**config.mk**
```make
export PLATFORM = sky130hd
export DESIGN_NAME = w_adder_arbiter
export DESIGN_NICKNAME = d
export VERILOG_FILES = /design/src/rtl/w_adder_arb_pkg.sv /design/src/rtl/W_Adder.sv /design/src/rtl/w_rr_arbiter.sv /design/src/rtl/w_adder_arbiter.sv
export SDC_FILE = /design/constraint.sdc
export NUM_CORES = 1
export LEC_CHECK = 0
export ABC_AREA = 1
export BUFFER_PORTS_ARGS = -buffer_cell sky130_fd_sc_hd__buf_2
export CAP_MARGIN = 20
export CORE_UTILIZATION = 45
export CTS_BUF_LIST = sky130_fd_sc_hd__clkbuf_2
export CTS_CLUSTER_DIAMETER = 200
export CTS_CLUSTER_SIZE = 8
export DETAILED_ROUTE_END_ITERATION = 16
export PLACE_DENSITY_LB_ADDON = 0.08
export SLEW_MARGIN = 20
export SYNTH_ARGS = -nofsm -noshare
export SYNTH_HDL_FRONTEND = slang
export SYNTH_SLANG_ARGS = --single-unit
```
**constraint.sdc**
```tcl
create_clock -name CLK -period 2.9 [get_ports CLK]
set_input_delay 0 -clock CLK [delete_from_list [all_inputs] [get_ports CLK]]
set_output_delay 0 -clock CLK [all_outputs]
set_load 0.01 [all_outputs]
```
**src/rtl/w_adder_arb_pkg.sv**
```systemverilog
// Shared types and helpers for the shared-adder arbiter.
package w_adder_arb_pkg;

  // Result slot occupancy: the slot is the only storage in the block.
  typedef enum logic {
    EMPTY = 1'b0,
    FULL  = 1'b1
  } slot_state_t;

  // Requester index width; a single requester still needs one bit.
  function automatic int idw(input int r);
    return (r <= 2) ? 1 : $clog2(r);
  endfunction

endpackage

```
**src/rtl/W_Adder.sv**
```systemverilog
// Signed N-bit adder producing an (N+2)-bit sign-extended sum (cannot overflow).
module W_Adder #(
  parameter int N = 8
) (
  input  logic signed [N-1:0] A,
  input  logic signed [N-1:0] B,
  output logic signed [N+1:0] SUM
);

  assign SUM = {{2{A[N-1]}}, A} + {{2{B[N-1]}}, B};

endmodule

```
**src/rtl/w_rr_arbiter.sv**
```systemverilog
// Combinational round-robin picker: first valid requester at or after ptr.
// The pointer register lives in the parent so grant/advance stay in one place.
module w_rr_arbiter
  import w_adder_arb_pkg::*;
#(
  parameter  int R   = 4,
  localparam int IDW = idw(R)
) (
  input  logic [R-1:0]   req,
  input  logic [IDW-1:0] ptr,
  output logic [R-1:0]   gnt,
  output logic [IDW-1:0] win,
  output logic           any
);

  // Scan R slots starting at ptr, wrapping modulo R; first hit wins.
  always_comb begin
    int             idx;
    logic [IDW-1:0] idx_w;
    idx   = 0;
    idx_w = '0;
    gnt   = '0;
    win   = '0;
    any   = 1'b0;
    for (int k = 0; k < R; k++) begin
      idx = int'(ptr) + k;
      if (idx >= R) idx = idx - R;
      idx_w = IDW'(idx);
      if (!any && req[idx_w]) begin
        any = 1'b1;
        win = idx_w;
      end
    end
    if (any) gnt[win] = 1'b1;
  end

endmodule

```
**src/rtl/w_adder_arbiter.sv**
```systemverilog
// Shares one signed adder between R requesters with round-robin arbitration
// and a single registered result slot tagged with the winning requester ID.
// Optional: define W_ADDER_ARB_SUB_EN to add per-requester REQ_SUB (A - B).
module w_adder_arbiter
  import w_adder_arb_pkg::*;
#(
  parameter  int N   = 8,
  parameter  int R   = 4,
  localparam int IDW = idw(R)
) (
  input  logic           CLK,
  input  logic           RST_N,
  input  logic [R-1:0]   REQ_VALID,
  input  logic [R*N-1:0] REQ_A,
  input  logic [R*N-1:0] REQ_B,
`ifdef W_ADDER_ARB_SUB_EN
  input  logic [R-1:0]   REQ_SUB,
`endif
  output logic [R-1:0]   REQ_READY,
  output logic           RSP_VALID,
  input  logic           RSP_READY,
  output logic [N+1:0]   RSP_SUM,
  output logic [IDW-1:0] RSP_ID
);

  slot_state_t    state_q, state_d;
  logic [IDW-1:0] ptr_q, ptr_d;
  logic [N+1:0]   sum_q, sum_d;
  logic [IDW-1:0] id_q, id_d;

  logic [R-1:0]      gnt;
  logic [IDW-1:0]    win;
  logic              any_vld;
  logic              can_accept;
  logic              fire;
  logic signed [N-1:0] a_sel, b_sel;
  logic signed [N+1:0] add_sum, res;

  w_rr_arbiter #(.R(R)) u_arb (
    .req (REQ_VALID),
    .ptr (ptr_q),
    .gnt (gnt),
    .win (win),
    .any (any_vld)
  );

  // Operands of the winner only; grant never looks at operand values.
  assign a_sel = REQ_A[win*N +: N];
  assign b_sel = REQ_B[win*N +: N];

  W_Adder #(.N(N)) u_add (
    .A   (a_sel),
    .B   (b_sel),
    .SUM (add_sum)
  );

`ifdef W_ADDER_ARB_SUB_EN
  // Subtract on the extended operands so -(-2^(N-1)) is representable.
  always_comb begin
    res = add_sum;
    if (REQ_SUB[win])
      res = $signed({{2{a_sel[N-1]}}, a_sel}) - $signed({{2{b_sel[N-1]}}, b_sel});
  end
`else
  assign res = add_sum;
`endif

  // Slot can take a new result when empty or when it drains this cycle.
  assign can_accept = (state_q == EMPTY) | ((state_q == FULL) & RSP_READY);
  assign fire       = can_accept & any_vld;
  assign REQ_READY  = gnt & {R{can_accept & RST_N}};

  assign RSP_VALID  = (state_q == FULL);
  assign RSP_SUM    = sum_q;
  assign RSP_ID     = id_q;

  // Slot FSM, result capture and round-robin pointer advance.
  always_comb begin
    state_d = state_q;
    ptr_d   = ptr_q;
    sum_d   = sum_q;
    id_d    = id_q;
    if (fire) begin
      state_d = FULL;
      sum_d   = res;
      id_d    = win;
      ptr_d   = (win == IDW'(R-1)) ? '0 : win + 1'b1;
    end else if ((state_q == FULL) && RSP_READY) begin
      state_d = EMPTY;
    end
  end

  // State registers; reset drops any held result.
  always_ff @(posedge CLK or negedge RST_N) begin
    if (!RST_N) begin
      state_q <= EMPTY;
      ptr_q   <= '0;
      sum_q   <= '0;
      id_q    <= '0;
    end else begin
      state_q <= state_d;
      ptr_q   <= ptr_d;
      sum_q   <= sum_d;
      id_q    <= id_d;
    end
  end

endmodule
```
==> results.toml, run 1 <==
[global_routing]
grt_pass1_wl_mm = 9.72
antenna_found_initial = 0
first_global_vias = 2312
grt_use_total_pct = 23.8
grt-ovfl-total = 0
grt_max_degree = 28

[timing]
layout_setup_ws_ns = -0.0653
slew_viol_final = 0
skew_ns = 0.00632
fmax_ghz = 0.337
fin_crit_sh_pct = 102
slew_headroom_pct = 71.2
tns_ns = -0.229
grt_setup_unrepaired = "true"
final-hold-violation-count = 0
worstMarginPinSlew_ns = 0.429
setup_viol = 5
timing.final.crit_period_ns = 2.97

[die]
initial_core_util_pct = 47.0
die_area_um2 = 4850
rows = 24
die-height_um = 69.7
pin_count = 88
fp.dieW_um = 69.7
core-area_um2 = 4380

[clock_network]
cts.htree.levels = 1
clk_latency_ns = 0.29
clock_sinks = 14
cts_tree = "done"
cts-root-buf = "clkbuf_2"
clkSlewWorstSetupHoldPaths_ns = 0.14
cts_buffer_depth = 2
cts_buffers = 3

[worst_setup_path]
path_delay_family = "simple AND/OR/NAND/NOR gates"
cp_slowest_cell = "dfrtp_2"
worstPathMaxFanout = 7
worstPathRequired_ns = 3.09
path_buf_inv = 4
path_class = "reg2reg"
crit_path_frequent_cell = "nand2_2"
worstPathCellList = "clkinvlp_4, nand2_2, nand2_2, nand2_2, nand2_2, nor2_4, buf_6, nand4_1, nand2_4, nand3_2, nand2_2, ha_4, inv_2, fa_2, inv_2, nand3_2, nand2_2, a21oi_2, o21bai_1, nand2_1, nand2_1, a21oi_2"
crit_path_end_kind = "flop"
startpoint_type = "flop"
slowest_delay_ns = 0.48
crit_arrival_ns = 3.15

[yosys]
synth-compound-area-share_pct = 5.89
synth_top_area_share_pct = 19.3
ys.flop_type = "dfrtp_1"
ys_types = 30
synth_nets = 436
synthArstFlopShare_pct = 100
synthTopCellsByArea = "nand2_1, dfrtp_1, nand3_1"
postSynthAreaPerCell_um2 = 5.85
synth-edff-count = 0
ys_seq_elements = 14
syn_area_um2 = 2060
synth.area.mux_share_pct = 0
syn_inst = 352
ys_warn_count = 0
yosys.area_share.simple_pct = 48.6
synth_largest_area_cell = "nand2_1"
synth_fa_ha_area_share_pct = 8.26
yosysSeqAreaShare_pct = 17.0
synth_top_family_by_area = "simple AND/OR/NAND/NOR gates"
synth_xor_xnor_area_share_pct = 2.13

[drt]
vias = 2470
drc = 0
routedWlPerCell_um = 10.9
firstDrtPassIters = 4
finalWirelength_mm = 5.62
vias_per_cell = 4.79
first_iter_violations = 81
antenna_left = 0

[placement]
port_buffers = 87
post-dp-hpwl_mm = 4.38
place_congestion = 0.860
dpl_cell_area_um2 = 2740
place_ws_ns = -0.112
dp.cells = 506

[layout]
drive_gt1_share_pct = 41.2
design_area_um2 = 3060
antenna_cells = 0
fin_cells = 516
final_nets = 549
area_growth_pct = 48.4

[run_status]
status = "finished with violations"
violations = "negative setup slack"

[hold_path]
hold_class = "in2async"

[run]
maxCapViolations = 0
==> through the flow <==
step / utilization [%] / hold slack, ns
2_1_floorplan: - / -0.296
3_3_place_gp: 62.5 / -0.0835
3_5_place_dp: 62.5 / -0.0808
4_1_cts: 65.8 / 0.113
5_1_grt: 69.7 / 0.120
6_report: 69.7 / 0.118
==> state kept, by name, indices dropped and copies added, names as in the netlist <==
register   count
RSP_VALID      1
RSP_ID         2
ptr_q          2
RSP_SUM        9
==> layer usage <==
layer | vias up | wire length [um] | share of wire [%] | GRT usage [%]
li1 | 1319 | - | - | -
met1 | 1058 | 2560 | 46 | 31.9
met2 | 84 | 2750 | 49 | 41.6
met3 | 9 | 242 | 4.3 | 0.872
met4 | 0 | 72 | 1.3 | 6.67
met5 | - | 0 | 0 | 0
==> cell usage after synthesis (all sizes together), types with 3 or more instances <==
library cell and number:
nand2 115, nand3 69, dfrtp 14, nand3b 17, inv 72, buf 12, ha 12, nand4 3
clkbuf 4, nor2 5, o21ai 10, xor2 4, a21oi 7
==> cells in the final DEF, fill, tap and decap left out, types with 4 or more instances in the layout <==
| master | count |
|---|---|
| a21oi_2 | 6 |
| nand3b_1 | 17 |
| nand2_4 | 4 |
| nand2_1 | 85 |
| buf_6 | 4 |
| buf_4 | 26 |
| nand3_1 | 57 |
| o21ai_0 | 7 |
| ha_1 | 8 |
| inv_1 | 66 |
| nand3_2 | 11 |
| nand2_2 | 25 |
| ha_4 | 4 |
| inv_2 | 5 |
| buf_2 | 87 |
| buf_12 | 4 |
| dfrtp_1 | 12 |
==> worst paths after layout <==
check | from | to | slack (ns) | depth (start not counted)
worst max register to register | ptr_q[0] | RSP_SUM[8] | -0.07 | 22
worst min-delay path | RST_N | RSP_ID[0] | 0.12 | 2
max in group asynchronous | RST_N | ptr_q[0] | 2.52 | 2
worst max-delay path | ptr_q[0] | RSP_SUM[8] | -0.07 | 22
worst min register to register | RSP_SUM[5] | RSP_SUM[5] | 0.49 | 2
min in group CLK | REQ_A[0] | RSP_SUM[0] | 0.30 | 8
==> worst register-to-register path, cell delays in order (launching register included) <==
cell and delay, ns:
dfrtp_2 0.48, clkinvlp_4 0.17, nand2_2 0.08, nand2_2 0.07, nand2_2 0.08, nand2_2 0.06, nor2_4 0.13, buf_6 0.11
nand4_1 0.15, nand2_4 0.18, nand3_2 0.09, nand2_2 0.09, ha_4 0.14, inv_2 0.04, fa_2 0.39, inv_2 0.06
nand3_2 0.06, nand2_2 0.07, a21oi_2 0.05, o21bai_1 0.16, nand2_1 0.09, nand2_1 0.08, a21oi_2 0.05
==> layout make-up <==
class,count,area [um^2]
clock buffer,3,15.0
fill,401,1330
timing repair inverter,1,7.51
clock inverter,1,3.75
multi-input combinational,250,1570
inverter,72,273
sequential,14,353
tap,52,65.1
timing repair buffer,123,776
==> repair_timing <==
| item | 4_1_cts | 5_1_grt |
|---|---|---|
| endpoints found under the setup margin | 5 | 7 |
| endpoints found under the hold margin | 15 | 0 |
| gates resized for setup | 19 | 44 |
| hold buffers | 2 | 0 |
| pin swaps | 4 | 27 |
| cloned | 1 | 0 |
| setup buffers | 3 | 2 |
==> logic make-up after synthesis <==
logic type | count (synthesis)
simple gates | 210
buf+inv | 88
compound gates | 22
fa+ha+maj | 13
flops | 14
xor+xnor | 5
Power of run 1 is left out: the tool's default activity adds up to more than one toggle a clock period on the data nets, which glitch-free logic cannot reach.
==> inputs of run 2 (changes only) <==
--- a/config.mk
+++ b/config.mk
@@ -5,10 +5,9 @@
 export SDC_FILE = /design/constraint.sdc
 export NUM_CORES = 1
 export LEC_CHECK = 0
-export ABC_AREA = 1
 export BUFFER_PORTS_ARGS = -buffer_cell sky130_fd_sc_hd__buf_2
 export CAP_MARGIN = 20
-export CORE_UTILIZATION = 45
+export CORE_UTILIZATION = 41
 export CTS_BUF_LIST = sky130_fd_sc_hd__clkbuf_2
 export CTS_CLUSTER_DIAMETER = 200
 export CTS_CLUSTER_SIZE = 8
==> run 2 against run 1 <==
Against the previous run:
- the run now ends clean
- critical path depth down 11
- global-route usage down 4.4 points
- synthesized cell count down 53%
- highest routed layer is now met3
==> results.toml, run 2 <==
[run_status]
status = "finished, final reports clean"

[yosys]
synth-compound-area-share_pct = 13.9
synth-edff-count = 0
yosys.area_share.simple_pct = 10.3
synthArstFlopShare_pct = 100
syn_area_um2 = 1540
synth_top_area_share_pct = 31.8
postSynthAreaPerCell_um2 = 9.41
ys_seq_elements = 14
synth_top_family_by_area = "multiplexers"
synth.area.mux_share_pct = 33.3
synth_nets = 248
syn_inst = 164
synth_largest_area_cell = "mux2i_1"
synth_xor_xnor_area_share_pct = 1.70
yosysMostFrequentCell = "mux2i_1"
yosysSeqAreaShare_pct = 22.7
synthTopCellsByArea = "mux2i_1, dfrtp_1, ha_1"
ys_top_cells_by_count = "mux2i_1, nand2_1, dfrtp_1, o21ai_0, ha_1"
ys.flop_type = "dfrtp_1"
synth_fa_ha_area_share_pct = 11.0
ys_types = 31
ys_warn_count = 0

[placement]
post-dp-hpwl_mm = 2.89
dpl_cell_area_um2 = 2000
place_congestion = 0.834
port_buffers = 87

[layout]
fillers = 349
antenna_cells = 0
area_growth_pct = 39.6
final_nets = 344
largest_register_ffs = 9
final_cell_mix = "buf_2, mux2i_1, nand2_1"
multi_input_area_um2 = 1150
design_area_um2 = 2150
final_common_cell = "buf_2"
register_area_um2 = 352
drive_gt1_share_pct = 44.2

[clock_network]
cts_buffers = 3
cts_buffer_depth = 2
clock_sinks = 14
cts.htree.levels = 1
cts-root-buf = "clkbuf_2"
clkSlewWorstSetupHoldPaths_ns = 0.14
clk_latency_ns = 0.27
cts_tree = "done"

[worst_setup_path]
crit_arrival_ns = 3.04
path_delay_family = "compound AO/OA/AOI/OAI gates"
startpoint_type = "flop"
path_class = "reg2reg"
cp_slowest_cell = "dfrtp_2"
crit_path_end_kind = "flop"
crit_path_frequent_cell = "mux2i_2"
worstPathMaxFanout = 7
slowest_delay_ns = 0.46
path_buf_inv = 1
worstPathCellList = "mux2i_2, a211o_4, buf_4, mux2i_2, mux2i_1, ha_1, nor2b_1, o31a_1, nor3_2, o211ai_1, a31oi_1"
worstPathRequired_ns = 3.11

[pwr]
p_per_area_nw_per_um2 = 761
p_int_mw = 0.917
comb_power_share_pct = 74.0
power.leakage_nw = 1.19
power_switching_mw = 0.722
power.share.clock_pct = 5.5
seq_power_share_pct = 20.5
finalPower_mw = 1.64
max-vdd-ir-drop_uv = 407
swShare_pct = 44.0

[drt]
vias = 1565
first_iter_violations = 57
firstDrtPassIters = 4
finalWirelength_mm = 3.86
vias_per_cell = 5.15
drc = 0
routedWlPerCell_um = 12.7
antenna_left = 0

[global_routing]
grt-ovfl-total = 0
first_global_vias = 1442
antenna_found_initial = 0
grt_pass1_wl_mm = 6.27
grt_use_total_pct = 19.4
grt_max_degree = 22

[die]
die-height_um = 63.3
core-area_um2 = 3470
pin_count = 88
initial_core_util_pct = 44.5
die_area_um2 = 4010
rows = 21
fp.dieW_um = 63.3

[timing]
fmax_ghz = 0.353
setup_viol = 0
fin_crit_sh_pct = 97.6
skew_ns = 0.00306
slew_viol_final = 0
grt_setup_unrepaired = "true"
hold_slack_ns = 0.155
tns_ns = 0
slew_headroom_pct = 52.8
final-hold-violation-count = 0
worstMarginPinSlew_ns = 0.709
timing.final.crit_period_ns = 2.83

[hold_path]
hold_class = "in2async"

[run]
maxCapViolations = 0
-- run 2: changes by cell type after synthesis, moves of 7 or more --
cell      previous run  this run
inv_1               68         5
nand3_1             66         0
nand2_2              7         0
nand3b_1            17         1
nand2_1            106        16
mux2i_1              0        49
-- run 2: kinds of logic (layout without fill, tap and decap cells) --
| group | Yosys count | in the layout |
|---|---|---|
| AOI/OAI and AO/OA | 35 | 36 |
| xor gates and xnor gates | 3 | 3 |
| adders and majority gates | 13 | 13 |
| buffers and inverters | 14 | 107 |
| DFF | 14 | 14 |
| muxes | 51 | 51 |
| and+or+nand+nor | 34 | 34 |
-- run 2: power by group through the flow --
stage	clock, mW	sequential, mW	combinational [mW]
after CTS	0.0939	0.338	1.14
after global placement	0	0.335	1.09
final	0.0902	0.335	1.21
after detailed placement	0	0.334	1.09
after floorplan	0	0.363	0.794
after global routing	0.104	0.343	1.36
-- run 2: final cells by class --
type	count	share of cell area (%)
Inverter	5	0.872
Timing Repair Buffer	99	25.9
Multi-Input combinational cell	137	53.5
Clock buffer	3	0.697
Tap cell	46	2.67
Sequential cell	14	16.3
-- run 2: through the flow --
step | worst slack [ns] | instances | util (%)
global placement | -0.0595 | 293 | 57.8
global route | -0.0817 | 304 | 62.1
detailed placement | -0.0669 | 293 | 57.8
floorplan | 0.169 | 164 | -
finish | 0.0692 | 304 | 62.1
CTS | 0.0200 | 301 | 60.4
-- run 2: worst paths after layout --
path	start	endpoint	slack [ns]	cells after the start
max in group asynchronous	RST_N	ptr_q[1]	2.46	2
worst max register to register	ptr_q[1]	RSP_SUM[8]	0.07	11
worst max-delay path	ptr_q[1]	RSP_SUM[8]	0.07	11
worst min register to register	RSP_ID[0]	RSP_ID[0]	0.49	1
min in group CLK	REQ_A[8]	RSP_SUM[0]	0.31	6
worst min-delay path	RST_N	RSP_VALID	0.15	2
-- run 2: repair_timing --
| item | CTS | global route |
|---|---|---|
| hold buffers | 3 | 0 |
| pin swaps | 2 | 6 |
| cloned | 1 | 0 |
| resized for setup | 4 | 12 |
| setup buffers | 1 | 3 |
| endpoints found under the hold margin | 15 | 0 |
| endpoints found under the setup margin | 2 | 4 |
-- run 2: layer usage --
metal | wire, um | global-route usage [%] | vias to the layer above
met2 | 1880 | 33.6 | 49
met5 | 0 | 0 | -
met1 | 1770 | 25.3 | 721
li1 | - | - | 795
met4 | 0 | 1.70 | 0
met3 | 211 | 4.35 | 0
No activity file was read; power rests on OpenSTA's default activity.
